==> src/rtl/es_calc_pkg.sv <==
// Shared definitions for the BCD calculator: key codes, operator encodings
// and the operand-capture FSM states.
package es_calc_pkg;

    localparam logic [3:0] TECLA_SUMA   = 4'hA;
    localparam logic [3:0] TECLA_RESTA  = 4'hB;
    localparam logic [3:0] TECLA_IGUAL  = 4'hC;
    localparam logic [3:0] TECLA_BORRAR = 4'hD;

    localparam logic [1:0] OP_NINGUNA = 2'b00;
    localparam logic [1:0] OP_SUMA    = 2'b10;
    localparam logic [1:0] OP_RESTA   = 2'b11;

    typedef enum logic [1:0] {
        INGRESO_1 = 2'b00,
        INGRESO_2 = 2'b01,
        MOSTRAR   = 2'b10
    } estado_t;

    // Maps an operator key to its encoding; only called with '+' or '-'.
    function automatic logic [1:0] op_de_tecla(input logic [3:0] tecla);
        return (tecla == TECLA_SUMA) ? OP_SUMA : OP_RESTA;
    endfunction

endpackage

==> src/rtl/es_captura_operandos_if.sv <==
// Keypad-side and arithmetic-side signals of the operand-capture block.
interface es_captura_operandos_if #(parameter int N_DIGITOS = 4);

    logic                     tecla_valida;
    logic [3:0]               tecla;
    logic [4*N_DIGITOS-1:0]   numero_1;
    logic [4*N_DIGITOS-1:0]   numero_2;
    logic [1:0]               operacion;
    logic                     igual_en;
    logic [4*N_DIGITOS-1:0]   display;
    logic [1:0]               estado;

    modport master (
        output tecla_valida, tecla,
        input  numero_1, numero_2, operacion, igual_en, display, estado
    );

    modport slave (
        input  tecla_valida, tecla,
        output numero_1, numero_2, operacion, igual_en, display, estado
    );

endinterface

==> src/rtl/es_registro_bcd.sv <==
// BCD shift-in register with digit counter. borrar and cargar may be raised
// together: the operand restarts from zero with the new digit.
module es_registro_bcd
    import es_calc_pkg::*;
#(
    parameter int N_DIGITOS = 4
) (
    input  logic                   clk,
    input  logic                   reset,
    input  logic                   borrar,
    input  logic                   cargar,
    input  logic [3:0]             digito,
    output logic [4*N_DIGITOS-1:0] valor,
    output logic                   lleno,
    output logic                   vacio
);

    localparam int W  = 4 * N_DIGITOS;
    localparam int CW = $clog2(N_DIGITOS + 1);

    logic [W-1:0]  valor_q,  valor_d,  base_valor_s;
    logic [CW-1:0] cuenta_q, cuenta_d, base_cuenta_s;
    logic          admite_s;

    // Next operand/count: optional clear first, then shift in one digit.
    always_comb begin
        base_valor_s  = borrar ? {W{1'b0}}  : valor_q;
        base_cuenta_s = borrar ? {CW{1'b0}} : cuenta_q;
        // A leading zero is never counted, and a full operand ignores digits.
        admite_s = cargar && (digito <= 4'd9) &&
                   (base_cuenta_s < CW'(N_DIGITOS)) &&
                   !((base_cuenta_s == {CW{1'b0}}) && (digito == 4'd0));
        if (admite_s) begin
            valor_d  = {base_valor_s[W-5:0], digito};
            cuenta_d = base_cuenta_s + {{(CW-1){1'b0}}, 1'b1};
        end else begin
            valor_d  = base_valor_s;
            cuenta_d = base_cuenta_s;
        end
    end

    // Operand and count registers.
    always_ff @(posedge clk or negedge reset) begin
        if (!reset) begin
            valor_q  <= {W{1'b0}};
            cuenta_q <= {CW{1'b0}};
        end else begin
            valor_q  <= valor_d;
            cuenta_q <= cuenta_d;
        end
    end

    assign valor = valor_q;
    assign lleno = (cuenta_q == CW'(N_DIGITOS));
    assign vacio = (cuenta_q == {CW{1'b0}});

endmodule

==> src/rtl/es_captura_operandos.sv <==
// Keypad front end of the BCD calculator: builds two operands, latches the
// operator and holds igual_en while the arithmetic stage shows the result.
module es_captura_operandos
    import es_calc_pkg::*;
#(
    parameter int N_DIGITOS = 4
) (
    input  logic                  clk,
    input  logic                  reset,
    es_captura_operandos_if.slave bus
);

    localparam int W = 4 * N_DIGITOS;

    estado_t     estado_q, estado_d;
    logic [1:0]  operacion_q, operacion_d;
    logic        igual_en_q, igual_en_d;
    logic        borrar1_s, cargar1_s, borrar2_s, cargar2_s;
    logic        lleno1_s, vacio1_s, lleno2_s, vacio2_s;
    logic        es_digito_s, acepta1_s, acepta2_s;
    logic [W-1:0] valor1_s, valor2_s;

    es_registro_bcd #(.N_DIGITOS(N_DIGITOS)) u_operando_1 (
        .clk(clk), .reset(reset), .borrar(borrar1_s), .cargar(cargar1_s),
        .digito(bus.tecla), .valor(valor1_s), .lleno(lleno1_s), .vacio(vacio1_s)
    );

    es_registro_bcd #(.N_DIGITOS(N_DIGITOS)) u_operando_2 (
        .clk(clk), .reset(reset), .borrar(borrar2_s), .cargar(cargar2_s),
        .digito(bus.tecla), .valor(valor2_s), .lleno(lleno2_s), .vacio(vacio2_s)
    );

    assign es_digito_s = (bus.tecla <= 4'd9);
    assign acepta1_s   = es_digito_s && !lleno1_s && !(vacio1_s && (bus.tecla == 4'd0));
    assign acepta2_s   = es_digito_s && !lleno2_s && !(vacio2_s && (bus.tecla == 4'd0));

    // Next-state and register-control decode for one key strobe.
    always_comb begin
        estado_d    = estado_q;
        operacion_d = operacion_q;
        igual_en_d  = igual_en_q;
        borrar1_s   = 1'b0;
        cargar1_s   = 1'b0;
        borrar2_s   = 1'b0;
        cargar2_s   = 1'b0;
        if (!bus.tecla_valida) begin
            estado_d = estado_q;
        end else if (bus.tecla == TECLA_BORRAR) begin
            estado_d    = INGRESO_1;
            operacion_d = OP_NINGUNA;
            igual_en_d  = 1'b0;
            borrar1_s   = 1'b1;
            borrar2_s   = 1'b1;
        end else begin
            case (estado_q)
                INGRESO_1: begin
                    case (bus.tecla)
                        TECLA_SUMA, TECLA_RESTA: begin
                            operacion_d = op_de_tecla(bus.tecla);
                            estado_d    = INGRESO_2;
                            borrar2_s   = 1'b1;
                        end
                        default: cargar1_s = acepta1_s;
                    endcase
                end
                INGRESO_2: begin
                    case (bus.tecla)
                        TECLA_SUMA, TECLA_RESTA:
                            operacion_d = vacio2_s ? op_de_tecla(bus.tecla) : operacion_q;
                        TECLA_IGUAL: begin
                            igual_en_d = vacio2_s ? igual_en_q : 1'b1;
                            estado_d   = vacio2_s ? estado_q   : MOSTRAR;
                        end
                        default: cargar2_s = acepta2_s;
                    endcase
                end
                MOSTRAR: begin
                    // A new digit abandons the shown result and starts over.
                    if (es_digito_s) begin
                        estado_d    = INGRESO_1;
                        operacion_d = OP_NINGUNA;
                        igual_en_d  = 1'b0;
                        borrar1_s   = 1'b1;
                        cargar1_s   = 1'b1;
                        borrar2_s   = 1'b1;
                    end else begin
                        estado_d = estado_q;
                    end
                end
                default: begin
                    estado_d    = INGRESO_1;
                    operacion_d = OP_NINGUNA;
                    igual_en_d  = 1'b0;
                    borrar1_s   = 1'b1;
                    borrar2_s   = 1'b1;
                end
            endcase
        end
    end

    // FSM state, operator and result-enable registers.
    always_ff @(posedge clk or negedge reset) begin
        if (!reset) begin
            estado_q    <= INGRESO_1;
            operacion_q <= OP_NINGUNA;
            igual_en_q  <= 1'b0;
        end else begin
            estado_q    <= estado_d;
            operacion_q <= operacion_d;
            igual_en_q  <= igual_en_d;
        end
    end

    assign bus.numero_1  = valor1_s;
    assign bus.numero_2  = valor2_s;
    assign bus.operacion = operacion_q;
    assign bus.igual_en  = igual_en_q;
    assign bus.estado    = estado_q;
    // Selection of already-registered values only; changes solely at clock edges.
    assign bus.display   = (estado_q == INGRESO_1) ? valor1_s :
                           (estado_q == INGRESO_2) ? (vacio2_s ? valor1_s : valor2_s) :
                           {W{1'b0}};

endmodule

==> src/flat_wrapper.sv <==
// flat-port wrapper written by rule: the top's interface ports become plain ports
module es_captura_operandos_flat import es_calc_pkg::*;
#(
    parameter int N_DIGITOS = 4
)
  (clk, reset, bus_tecla_valida, bus_tecla, bus_numero_1, bus_numero_2, bus_operacion, bus_igual_en, bus_display, bus_estado);
  es_captura_operandos_if #(.N_DIGITOS(N_DIGITOS)) bus_i ();
  input  logic clk;
  input  logic reset;
  input wire logic [$bits(bus_i.tecla_valida)-1:0] bus_tecla_valida;
  input wire logic [$bits(bus_i.tecla)-1:0] bus_tecla;
  output wire logic [$bits(bus_i.numero_1)-1:0] bus_numero_1;
  output wire logic [$bits(bus_i.numero_2)-1:0] bus_numero_2;
  output wire logic [$bits(bus_i.operacion)-1:0] bus_operacion;
  output wire logic [$bits(bus_i.igual_en)-1:0] bus_igual_en;
  output wire logic [$bits(bus_i.display)-1:0] bus_display;
  output wire logic [$bits(bus_i.estado)-1:0] bus_estado;
  assign bus_i.tecla_valida = bus_tecla_valida;
  assign bus_i.tecla = bus_tecla;
  assign bus_numero_1 = bus_i.numero_1;
  assign bus_numero_2 = bus_i.numero_2;
  assign bus_operacion = bus_i.operacion;
  assign bus_igual_en = bus_i.igual_en;
  assign bus_display = bus_i.display;
  assign bus_estado = bus_i.estado;
  es_captura_operandos #(.N_DIGITOS(N_DIGITOS)) u_core (.clk(clk), .reset(reset), .bus(bus_i));
endmodule
==> config.mk <==
export PLATFORM = sky130hd
export DESIGN_NAME = es_captura_operandos_flat
export DESIGN_NICKNAME = d
export VERILOG_FILES = /design/src/rtl/es_calc_pkg.sv /design/src/rtl/es_captura_operandos_if.sv /design/src/rtl/es_registro_bcd.sv /design/src/rtl/es_captura_operandos.sv /design/src/flat_wrapper.sv
export SDC_FILE = /design/constraint.sdc
export NUM_CORES = 1
export LEC_CHECK = 0
export CAP_MARGIN = 10
export CELL_PAD_IN_SITES_DETAIL_PLACEMENT = 1
export CELL_PAD_IN_SITES_GLOBAL_PLACEMENT = 2
export CORE_UTILIZATION = 34
export CTS_CLUSTER_SIZE = 14
export DETAILED_ROUTE_END_ITERATION = 10
export DONT_BUFFER_PORTS = 1
export PLACE_DENSITY_LB_ADDON = 0.25
export SYNTH_ARGS = -nofsm -noshare
export SYNTH_HDL_FRONTEND = slang
export SYNTH_SLANG_ARGS = --single-unit
==> constraint.sdc <==
create_clock -name clk -period 2.5 [get_ports clk]
set_input_delay 0.375 -clock clk [delete_from_list [all_inputs] [get_ports clk]]
set_output_delay 0.375 -clock clk [all_outputs]
set_load 0.01 [all_outputs]
-- Yosys cells after proc, flatten, opt, wreduce, memory -nomap -nowiden
Cells that the tools add are included.
W data, S select, Z words.
- eq/ne operators: 15
- magnitude comparators: 3
- $add $sub $neg: 2
- muxes and demuxes: 44
- reduce and logical (&&, ||, !) cells: 34
- operators by type and width (kind ; count):
    $mux W16 ; 7
    $mux W1 ; 18
    $mux W2 ; 9
    $eq A4 B4 Y1 const B ; 4
    $reduce_and A5 Y1 ; 3
    $logic_and A1 B1 Y1 ; 14
    $logic_not A3 Y1 ; 4
    $mux W3 ; 4
    $pmux W2 S3 ; 2
    $ne A3 B2 Y1 const B ; 3
    $add A3 B1 Y3 const B ; 2
    $eq A3 B3 Y1 const B ; 2
    $logic_not A1 Y1 ; 6
    $lt A3 B3 Y1 const B ; 2
    $ne A3 B1 Y1 const B ; 2
    $pmux W1 S3 ; 2
    $le A4 B4 Y1 const B ; 1
    $logic_not A4 Y1 ; 1
    $pmux W1 S2 ; 2
    $reduce_bool A2 Y1 ; 2
    $reduce_or A2 Y1 ; 2
    $ne A3 B3 Y1 const B ; 1
    $reduce_or A3 Y1 ; 1
    $eq A2 B1 Y1 const B ; 1
    3 further kinds ; 3
- output and inout port bits: 53
- register bits after elaboration: 43
- input bits: 7
- logic and storage cells: 107

-- Longest topological paths before layout
Gate-level depths: netlist (run 1).
- depth in word-level cells: 12
- depth in mapped cells: 11
- mapped depth without buffers: 9

-- Cells and area by module
From an unflattened synthesis (run 1), not the netlist that was laid out.
- cell total of the unflattened synthesis: 267
- area, all modules: 2544.9 um^2
- by module, submodules not included (module ; area an instance (um^2) ; times used ; seq. area each (um^2) ; cells an instance):
    es_registro_bcd at u_core.u_operando_2 ; 944.7 ; 1 ; 475.5 ; 76
    es_registro_bcd at u_core.u_operando_1 ; 879.6 ; 1 ; 475.5 ; 76
    es_captura_operandos ; 720.7 ; 1 ; 125.1 ; 115

-- Least setup slack after synthesis (run 1)
Ideal clock, no wire load.
- path kind: register -> register
- start point: register u_core.estado_q[0], in the netlist u_core.bus.estado[0]
- end point: register u_core.u_operando_1.valor_q[10], in the netlist u_core.u_operando_1.valor[10]
- buffers on the path: 3
- required time: 2.421 ns
- arrival time: 2.588 ns
- setup time: 0.079 ns
- slack: -0.167 ns
- cell stages (with the launch flop): 11
- clock period less this slack: 2.667 ns
- cells stage by stage: dfrtp_1 -> buf_2 -> nand2b_1 -> a22oi_1 -> clkbuf_1 -> o21ai_1 -> ha_1 -> o21a_1 -> nor3_2 -> buf_2 -> mux2i_1
- longest elaborated chain between the ends: 11
- elaborated cells on any way between the ends: 20
- those cells by class: 1 x order compare; 2 x eq/ne; 9 x mux; 8 x reduce/logical
- RTL lines (item ; RTL line ; RTL):
    start, declared ; es_captura_operandos.sv:15 ; estado_t estado_q, estado_d;
    start signal, assigned ; es_captura_operandos.sv:108 ; estado_q <= estado_d;
    branches (longest 10 deep; another with $lt A3 B3 Y1) ; - ;
    $mux W16 (*) ; es_registro_bcd.sv:33 ; if (admite_s) begin
    named net u_core.u_operando_1.valor_d[10] ; es_registro_bcd.sv:21 ; logic [W-1:0] valor_q, valor_d, base_valor_s;
    end signal, assigned ; es_registro_bcd.sv:45 ; valor_q <= {W{1'b0}};
    end signal, assigned ; es_registro_bcd.sv:48 ; valor_q <= valor_d;
    end, declared ; es_registro_bcd.sv:21 ;
Mark *: on every way through the listed nets, which the timed path passes. The select of a mux whose other input is x is not followed.
A chain may end at the register's enable or synchronous reset.

-- Final worst setup path (run 1)
- start point: register u_core.estado_q[0], in the netlist u_core.bus.estado[0]
- end point: register u_core.u_operando_2.valor_q[0], in the netlist u_core.u_operando_2.valor[0]
- longest elaborated chain between the ends: 10
- elaborated cells on any way between the ends: 19
- those cells by class: 1 x order compare; 2 x eq/ne; 9 x mux; 7 x reduce/logical
- RTL lines (item ; RTL line):
    branches (longest 9 deep; another with $lt A3 B3 Y1) ; -
    $mux W16 (*) ; es_registro_bcd.sv:33
    named net u_core.u_operando_2.valor_d[0] ; es_registro_bcd.sv:21
    end signal, assigned ; es_registro_bcd.sv:45
    end signal, assigned ; es_registro_bcd.sv:48
    end, declared ; es_registro_bcd.sv:21
Marked as above.

==> metrics, run 1 <==
RR Startpoint=u_core.bus.estado[0]$_DFFE_PN0P_; met1 GRT Util=0.278; endpoints failing setup=0; vias in the first global route=between 2k and 2.5k; Worst Hold Class=in2reg; DRT Wirelength=7200 um; Startpoint Class=flop; Fillers=777; gpl congestion=a little over 0.8; largest net degree at the start of global routing=44; fraction of registers with async set/reset=1.00; critical path launch point=u_core.bus.estado[0]$_DFFE_PN0P_; Clock Sinks=43; Hold Path Origin=bus_tecla[2]; Worst path top cell family by delay=compound AO/OA/AOI/OAI gates; Final Critical Period=2370 ps; Post-Synth Simple-Gate Area=0.107; TritonRoute pass-1 iters=4; Initial Util=0.351; DP Cell Count=approximately 340; Tcrit/Tclk final=0.947; vias=2003; Core ar.=~0.0068 mm^2; final-report hold violation count=0; GRT busiest layer=met2; die area=0.00736 mm^2; Post-CTS Setup Inserts=0; Vias/cell=5.81; detailed placement HPWL=approximately 5100 um; Most used DFF post-synth=dfrtp_1; Max Fclk=about 420 MHz; layout cells sized above 1=0.173; setup slack after layout=134 ps; relative slew slack=0.471; crit end category=flop; Critical Path RT=2670 ps; largest family of logic cells by synthesized area=compound AO/OA/AOI/OAI gates; worst path cell trace=nand2b_1 -> a22oi_2 -> o21bai_2 -> or2_2 -> ha_1 -> o21ba_2 -> o2111ai_4 -> buf_12 -> o21ai_0 -> o2bb2ai_1; Netlist Area Pre-Place=0.00239 mm^2; CP max FO=16; Post-synth top cells=dfrtp_1, o21ai_0, a22o_1; I/O pin cnt=60; cts bufs inserted=5; power density cells=916 mW/mm^2; measured slew at the worst slew-check pin=786 ps; routed wire length per instance=20.9 um; placement-stage worst setup slack=between 100 and 150 ps; Layout Cells excl Fill=345; gate count of the mapped netlist=~240; Synth Area in Compound Gates=0.296; met2 Usage GRT=0.343; CTS root buf=clkbuf_8; Tot Pwr=~2.5 mW; first-pass GRT wire length=between 10000 and 15000 um; CTS max path bufs=2; worst skew pair latency=a little under 300 ps; total gr overflow=0; Post-Synth XOR/XNOR Area=0; Layout Skew=roughly 5.5 ps; LEAKAGE=1.16 nW; CTS tree=done; max-cap violation count=0; post-route design area=about 0.0027 mm^2; GR Layer Usage met3=0.0520; Post-synth EDFFs=0; Synthesis Warnings=0; WP data arrival=2540 ps; Slew Viols, Final=0; H-tree depth=2; post-synthesis mux area share=0.0545; Max stage delay on crit path=380 ps; smallest hold slack=205 ps; port buffer count=0; Yosys reg bits=43; num rows=30; area growth from synthesis to layout=14.8%; Yosys top cell by area=dfrtp_1; status=complete, no violations; RSZ-0062 raised after global routing=yes; Fin Setup TNS=0 ps; nets=260; die height=85.8 um; chip width=approximately 86 um; DRT iter0 DRCs=100; All-Layer GR Usage=0.207; Seq/Total Area, Yosys=0.451; Adder-Cell Fraction of Synth Area=0.0210; initial antenna violation count=0; diode count=0; top cell type's share of synthesized area=0.451; post-layout util=0.403; maximum VDD drop=0.264 mV; worst path bufs/invs=1; Netlist cell types=46; slowest stage cell, crit path=dfrtp_1; DRC errors left=0; top-count cell post-synth=dfrtp_1; type of the worst setup path=reg2reg; synth top area cells=dfrtp_1, a22o_1, mux2i_1, o21ai_0, a21oi_1; Syn Nets=approximately 260; Placement Cell Area=approximately 0.0026 mm^2; clk slew on worst S/H paths=80 ps; antenna-violating nets left=0; average footprint of a synthesized cell=a little under 10 um^2
metal layers:
metal  up-vias  share of wire
met1      1020           0.46
met5         -              0
met2        65           0.48
li1        913              -
met4         0         0.0074
met3         5          0.058
worst paths after layout:
path / slack [ps] / depth (start not counted) / to
worst max-delay path: 130 / 10 / u_core.u_operando_2.valor[0]$_DFF_PN0_
worst min-delay path: 210 / 1 / u_core.u_operando_2.valor[2]$_DFF_PN0_
worst max register to register: 130 / 10 / u_core.u_operando_2.valor[0]$_DFF_PN0_
worst min register to register: 590 / 2 / u_core.bus.operacion[1]$_DFFE_PN0P_
max in group asynchronous: 1700 / 2 / u_core.bus.estado[1]$_DFFE_PN0P_
min in group asynchronous: 580 / 2 / u_core.u_operando_1.cuenta_q[1]$_DFF_PN0_
state kept, by name, summed over array words and instances, names as in the netlist:
signal	flops
u_core.bus.operacion	2
u_core.u_operando_2.cuenta_q	3
u_core.u_operando_1.valor	16
u_core.u_operando_1.cuenta_q	3
u_core.bus.estado	2
u_core.bus.igual_en	1
u_core.u_operando_2.valor	16
area by class of cell:
cell class	count	area, um^2	area share
clock inverter	1	30.0	0.0110
tap	96	120	0.0438
sequential	43	1080	0.393
clock buffer	6	72.6	0.0265
timing repair buffer	20	210	0.0767
multi-input combinational	164	1170	0.429
inverter	15	56.3	0.0205
cells in the final DEF, fill, tap and decap left out, drive strengths merged, types with 2 or more instances in the layout:
cell type,netlist,final
o2111ai,2,2
a22o,17,17
dfrtp,43,43
nor3,3,3
nand3,15,15
or2,4,4
o31ai,2,2
nand2b,2,2
clkbuf,8,6
ha,4,4
o21ai,38,38
nor2b,4,4
o2bb2ai,4,4
buf,14,19
nand2,3,3
mux2i,13,13
o21a,2,2
a21oi,17,17
nand3b,3,3
or3,2,2
o21bai,4,4
nor4,3,3
inv,15,15
nor2,4,4
o32ai,6,6
what timing repair did:
| item | 4_1_cts | 5_1_grt |
|---|---|---|
| hold buffers | 2 | 0 |
| endpoints found under the hold margin | 43 | 0 |
| setup endpoints to repair | 0 | 15 |
| resized for setup | 0 | 5 |
report_power, final:
part           switching, mW  leakage, nW  internal (mW)  total [mW]
Clock                  0.239       0.0513          0.293       0.532
Combinational          0.509        0.530          0.366       0.875
Sequential             0.249        0.583          0.855        1.10
Total                  0.996         1.16           1.51        2.51
cell families after synthesis:
group	after synthesis
AOI/OAI and AO/OA	102
and+or+nand+nor	45
DFF	43
buffers and inverters	37
muxes	13
adders and majority gates	4
(Power assumes the default switching activity.)
==> run 2, diff against run 1 <==
--- a/config.mk
+++ b/config.mk
@@ -13,6 +13,7 @@
 export DETAILED_ROUTE_END_ITERATION = 10
 export DONT_BUFFER_PORTS = 1
 export PLACE_DENSITY_LB_ADDON = 0.25
+export RECOVER_POWER = 100
 export SYNTH_ARGS = -nofsm -noshare
 export SYNTH_HDL_FRONTEND = slang
 export SYNTH_SLANG_ARGS = --single-unit
==> run 2 against run 1 <==
Compared with the run above: count of clock-buffer cells in the layout is the same; worst hold slack worse by 0.94 ps; sequential power about the same; setup slack worse by 3.0 ps; critical path type unchanged; critical endpoint is now u_core.u_operando_1.valor[15]$_DFFE_PN0P_.
==> metrics, run 2 (synthesis gave the netlist of run 1 again) <==
clk slew on worst S/H paths=80 ps (about the same); gpl congestion=0.827 (unchanged); max-cap violation count=0 (unchanged); Core ar.=0.00679 mm^2 (unchanged); area growth from synthesis to layout=13.6% (was 14.8%); met2 Usage GRT=0.343 (unchanged); R2R setup slack=130 ps (about the same); Layout Cells excl Fill=345 (unchanged); first-pass GRT wire length=11800 um (unchanged); DP Cell Count=336 (unchanged); largest net degree at the start of global routing=44 (unchanged); Worst path top cell family by delay=simple AND/OR/NAND/NOR gates (was compound AO/OA/AOI/OAI gates); maximum VDD drop=0.264 mV (about the same); I/O pin cnt=60 (unchanged); DRC errors left=0 (unchanged); crit end category=flop (unchanged); initial antenna violation count=0 (unchanged); LEAKAGE=1.15 nW (was 1.16 nW); power density cells=923 mW/mm^2 (was 916 mW/mm^2); measured slew at the worst slew-check pin=1150 ps (was 786 ps); final-report hold violation count=0 (unchanged); routed wire length per instance=21.0 um (was 20.9 um); die area=0.00736 mm^2 (unchanged); register area=0.00108 mm^2 (unchanged); diode count=0 (unchanged); Startpoint Class=flop (unchanged); RSZ-0062 raised after global routing=yes (unchanged); slowest stage cell, crit path=or3_1 (was dfrtp_1); Crit path depth=8 (was 10); critical path launch point=u_core.bus.estado[0]$_DFFE_PN0P_ (unchanged); GRT busiest layer=met2 (unchanged); vias in the first global route=2121 (unchanged); most frequent cells in the layout=dfrtp_1, o21ai_0, a22o_1 (unchanged); type of the worst setup path=reg2reg (unchanged); status=complete, no violations (unchanged); TritonRoute pass-1 iters=4 (unchanged); reg2reg path depth=8 (was 10); vias=1997 (was 2003); Layout Skew=7.52 ps (was 5.55 ps); multi-input combinational cell area=0.00117 mm^2 (unchanged); layout cells sized above 1=0.169 (was 0.173); cts bufs inserted=5 (unchanged); total gr overflow=0 (unchanged); Vias/cell=5.79 (was 5.81); worst path cell trace=nand2b_1 -> a22oi_2 -> buf_4 -> o21ai_1 -> ha_1 -> o21a_1 -> or3_1 -> mux2i_1 (was nand2b_1 -> a22oi_2 -> o21bai_2 -> or2_2 -> ha_1 -> o21ba_2 -> o2111ai_4 -> buf_12 -> o21ai_0 -> o2bb2ai_1); Slew Viols, Final=0 (unchanged); Tcrit/Tclk final=0.948 (was 0.947); num rows=30 (unchanged); chip width=85.8 um (unchanged); met1 GRT Util=0.278 (unchanged); CP max FO=22 (was 16); Max stage delay on crit path=480 ps (was 380 ps); detailed placement HPWL=5090 um (unchanged); Setup crit end=u_core.u_operando_1.valor[15]$_DFFE_PN0P_ (was u_core.u_operando_2.valor[0]$_DFF_PN0_); Critical Path RT=2670 ps (about the same); All-Layer GR Usage=0.207 (unchanged); DRT Wirelength=7240 um (was 7200 um); CTS tree=done (unchanged); CTS root buf=clkbuf_8 (unchanged); Clock Sinks=43 (unchanged); Tot Pwr=2.50 mW (was 2.51 mW); GR Layer Usage met3=0.0520 (unchanged); relative slew slack=0.232 (was 0.471); Worst Hold Class=in2reg (unchanged); port buffer count=0 (unchanged); reg-to-reg critical path endpoint=u_core.u_operando_1.valor[15]$_DFFE_PN0P_ (was u_core.u_operando_2.valor[0]$_DFF_PN0_); worst path bufs/invs=1 (unchanged); endpoints failing setup=0 (unchanged); WP data arrival=2540 ps (about the same); nets=260 (unchanged); die height=85.8 um (unchanged); commonest non-fill, non-tap cell in the layout=dfrtp_1 (unchanged); Post-CTS Setup Inserts=0 (unchanged); Initial Util=0.351 (unchanged); Fillers=781 (was 777); CTS max path bufs=2 (unchanged); worst skew pair latency=290 ps (about the same); antenna-violating nets left=0 (unchanged); H-tree depth=2 (unchanged); Final Critical Period=2370 ps (about the same); DRT iter0 DRCs=103 (was 100); RR Startpoint=u_core.bus.estado[0]$_DFFE_PN0P_ (unchanged); Max Fclk=422 MHz (was 423 MHz)
-- run 2: metal layers --
metal,part of all wire,up-vias
li1,-,914
met1,0.46,1018
met2,0.47,60
met3,0.057,5
met4,0.0073,0
met5,0,-
-- run 2: worst min-delay path by stage --
| stage | startpoint | end | slack [ps] | cells past startpoint |
|---|---|---|---|---|
| after global routing | bus_tecla[2] | u_core.u_operando_2.valor[2]$_DFF_PN0_ | 190 | 1 |
| final | bus_tecla[2] | u_core.u_operando_2.valor[2]$_DFF_PN0_ | 200 | 1 |
| after detailed placement | reset | u_core.u_operando_1.valor[13]$_DFFE_PN0P_ | 80 | 0 |
| after floorplan | reset | u_core.bus.estado[0]$_DFFE_PN0P_ | 80 | 0 |
| after CTS | bus_tecla[2] | u_core.u_operando_2.valor[2]$_DFF_PN0_ | 190 | 1 |
| after global placement | reset | u_core.u_operando_1.valor[15]$_DFFE_PN0P_ | 80 | 0 |
-- run 2: through the flow --
step	util	cell area (um^2)	setup WS (ps)	hold slack, ps	TNS (ps)
after global routing	0.399	2710	-32.0	192	-102
after CTS	0.401	2730	78.2	191	0
final	0.399	2710	131	204	0
after global placement	0.381	2590	135	80.7	0
after floorplan	-	2410	1.57	79.4	0
after detailed placement	0.381	2590	108	80.5	0
-- run 2: layout make-up --
class	instances	area share
Clock inverter	1	0.0111
Tap cell	96	0.0443
Multi-Input combinational cell	164	0.433
Timing Repair Buffer	20	0.0669
Inverter	15	0.0208
Sequential cell	43	0.397
Clock buffer	6	0.0268
-- run 2: power breakdown --
group / switching [mW] / internal [mW]
Combinational: 0.511 / 0.352
Sequential: 0.250 / 0.855
Clock: 0.242 / 0.293
Total: 1.00 / 1.50
-- run 2: what timing repair did --
item                                   in CTS  in global routing
resized for setup                           0                  5
setup endpoints to repair                   0                 15
hold buffers                                2                  0
endpoints found under the hold margin      43                  0
==> run 3, diff against run 2 <==
--- a/config.mk
+++ b/config.mk
@@ -5,10 +5,11 @@
 export SDC_FILE = /design/constraint.sdc
 export NUM_CORES = 1
 export LEC_CHECK = 0
+export ABC_AREA = 1
 export CAP_MARGIN = 10
 export CELL_PAD_IN_SITES_DETAIL_PLACEMENT = 1
 export CELL_PAD_IN_SITES_GLOBAL_PLACEMENT = 2
-export CORE_UTILIZATION = 34
+export CORE_UTILIZATION = 31
 export CTS_CLUSTER_SIZE = 14
 export DETAILED_ROUTE_END_ITERATION = 10
 export DONT_BUFFER_PORTS = 1
==> run 3 against run 2 <==
Compared with the run above: routed wire length rose by 5.9%; die area rose by 10%; worst hold slack got worse by 11 ps; final area fell by 1.1%; largest cell class is now flip-flops and latches; largest power group unchanged.
==> metrics, run 3 <==
Yosys reg bits=43 (unchanged); Netlist Area Pre-Place=0.00241 mm^2 (was 0.00239 mm^2); relative slew slack=0.250 (was 0.232); Worst Hold Class=in2reg (unchanged); DRT Wirelength=7670 um (was 7240 um); clk slew on worst S/H paths=90 ps (was 80 ps); CTS root buf=clkbuf_8 (unchanged); vias=2214 (was 1997); layout cells sized above 1=0.0994 (was 0.169); DRT iter0 DRCs=75 (was 103); DRC errors left=0 (unchanged); gpl congestion=0.910 (was 0.827); commonest non-fill, non-tap cell in the layout=nand2_1 (was dfrtp_1); final-report hold violation count=0 (unchanged); GRT busiest layer=met2 (unchanged); All-Layer GR Usage=0.199 (was 0.207); routed wire length per instance=17.4 um (was 21.0 um); area growth from synthesis to layout=11.3% (was 13.6%); H-tree depth=2 (unchanged); Max Fclk=420 MHz (was 422 MHz); Startpoint Class=flop (unchanged); chip width=90.1 um (was 85.8 um); top-count cell post-synth=nand2_1 (was dfrtp_1); die area=0.00813 mm^2 (was 0.00736 mm^2); Initial Util=0.327 (was 0.351); Core ar.=0.00737 mm^2 (was 0.00679 mm^2); largest family of logic cells by synthesized area=simple AND/OR/NAND/NOR gates (was compound AO/OA/AOI/OAI gates); Tcrit/Tclk final=0.952 (was 0.948); top cell type's share of synthesized area=0.447 (was 0.451); fraction of registers with async set/reset=1.00 (unchanged); Layout Skew=7.35 ps (was 7.52 ps); detailed placement HPWL=5840 um (was 5090 um); crit end category=output pin (was flop); CP max FO=12 (was 22); power density cells=1030 mW/mm^2 (was 923 mW/mm^2); Slew Viols, Final=0 (unchanged); status=complete, no violations (unchanged); worst skew pair latency=300 ps (was 290 ps); num rows=31 (was 30); max-cap violation count=0 (unchanged); Fillers=949 (was 781); initial antenna violation count=0 (unchanged); most frequent cells in the layout=nand2_1, inv_1, dfrtp_1 (was dfrtp_1, o21ai_0, a22o_1); measured slew at the worst slew-check pin=1120 ps (was 1150 ps); post-synthesis mux area share=0 (was 0.0545); met1 GRT Util=0.269 (was 0.278); type of the worst setup path=reg2out (was reg2reg); Critical Path RT=2120 ps (was 2670 ps); post-layout util=0.364 (was 0.399); GR Layer Usage met3=0.0347 (was 0.0520); total gr overflow=0 (unchanged); largest net degree at the start of global routing=44 (unchanged); first-pass GRT wire length=12700 um (was 11800 um); Netlist cell types=25 (was 46); WP data arrival=2000 ps (was 2540 ps); cts bufs inserted=5 (unchanged); met2 Usage GRT=0.323 (was 0.343); nets=352 (was 260); vias in the first global route=2342 (was 2121); Fin Setup TNS=0 ps (unchanged); Seq/Total Area, Yosys=0.447 (was 0.451); Clock Sinks=43 (unchanged); Synthesis Warnings=0 (unchanged); TritonRoute pass-1 iters=4 (unchanged); CTS max path bufs=2 (unchanged); I/O pin cnt=60 (unchanged); Post-synth EDFFs=0 (unchanged); maximum VDD drop=0.355 mV (was 0.264 mV); LEAKAGE=1.41 nW (was 1.15 nW); Post-Synth Simple-Gate Area=0.340 (was 0.107); Post-Synth XOR/XNOR Area=0 (unchanged); Synth Area in Compound Gates=0.0769 (was 0.296); gate count of the mapped netlist=329 (was 244); Yosys top cell by area=dfrtp_1 (unchanged); Most used DFF post-synth=dfrtp_1 (unchanged); Final Critical Period=2380 ps (was 2370 ps); port buffer count=0 (unchanged); Syn Nets=340 (was 255); Post-synth top cells=nand2_1, inv_1, dfrtp_1 (was dfrtp_1, o21ai_0, a22o_1); die height=90.1 um (was 85.8 um); endpoints failing setup=0 (unchanged); RSZ-0062 raised after global routing=no (was yes); average footprint of a synthesized cell=7.32 um^2 (was 9.78 um^2); diode count=0 (unchanged); synth top area cells=dfrtp_1, nand2_1, inv_1, nand3_1, nor2_1 (was dfrtp_1, a22o_1, mux2i_1, o21ai_0, a21oi_1); antenna-violating nets left=0 (unchanged); CTS tree=done (unchanged); Adder-Cell Fraction of Synth Area=0.0208 (was 0.0210); Vias/cell=5.02 (was 5.79)
-- run 3: path summary, 6_finish.rpt --
check                                                  from                                        end  slack [ps]  cells past startpoint
setup / recovery           u_core.bus.estado[1]$_DFFE_PN0P_                             bus_display[8]         120                      4
hold / removal                                 bus_tecla[1]     u_core.u_operando_1.valor[1]$_DFF_PN0_         190                      2
setup reg to reg           u_core.bus.estado[0]$_DFFE_PN0P_     u_core.u_operando_2.valor[3]$_DFF_PN0_         260                     15
hold reg to reg             u_core.bus.igual_en$_DFFE_PN0P_            u_core.bus.igual_en$_DFFE_PN0P_         560                      2
max in group asynchronous                             reset  u_core.u_operando_1.cuenta_q[2]$_DFF_PN0_         970                      2
min in group asynchronous                             reset    u_core.u_operando_2.valor[11]$_DFF_PN0_         840                      2
-- run 3: cell type report --
type | count | area [um^2] | share of cell area
clock buffers | 6 | 82.6 | 0.0308
clock inverters | 2 | 16.3 | 0.00607
inverters | 52 | 200 | 0.0747
multi-input cells | 222 | 1070 | 0.398
flip-flops and latches | 43 | 1080 | 0.401
well taps | 99 | 124 | 0.0462
repair buffers | 17 | 115 | 0.0429
-- run 3: where the power goes --
part           total (mW)  internal, mW  switching (mW)
clock               0.502         0.226           0.276
combinational        1.05         0.335           0.718
sequential           1.21         0.910           0.301
total                2.77          1.47            1.30
-- run 3: layer usage --
layer,up-vias,wire (um)
li1,1078,-
met1,1079,3560
met2,47,3650
met3,10,326
met4,0,138
met5,-,0
-- run 3: through the flow --
step	hold WS, ps	area (um^2)	setup slack (ps)	cells	total power, mW
after detailed placement	80.5	2560	136	431	2.29
after CTS	186	2700	178	441	2.81
after global placement	80.5	2560	204	431	2.26
after floorplan	79.4	2410	282	329	1.93
final	193	2680	121	441	2.77
after global routing	199	2680	27.5	441	2.99
-- run 3: what timing repair did --
item,4_1_cts,5_1_grt
setup endpoints to repair,0,26
hold buffers,2,0
gates resized for setup,0,6
setup buffers,0,0
hold endpoints to repair,43,0
-- run 3: cells by family after synthesis --
group           count (synthesis)
simple gates                  187
fa+ha+maj                       4
buf+inv                        64
flops                          43
compound gates                 31
-- run 3: worst max-delay path: stages, from the launching register on --
cell and delay, ps:
dfrtp_1 380, buf_4 160, nor2_1 360, nand2_1 340, o22ai_1 460
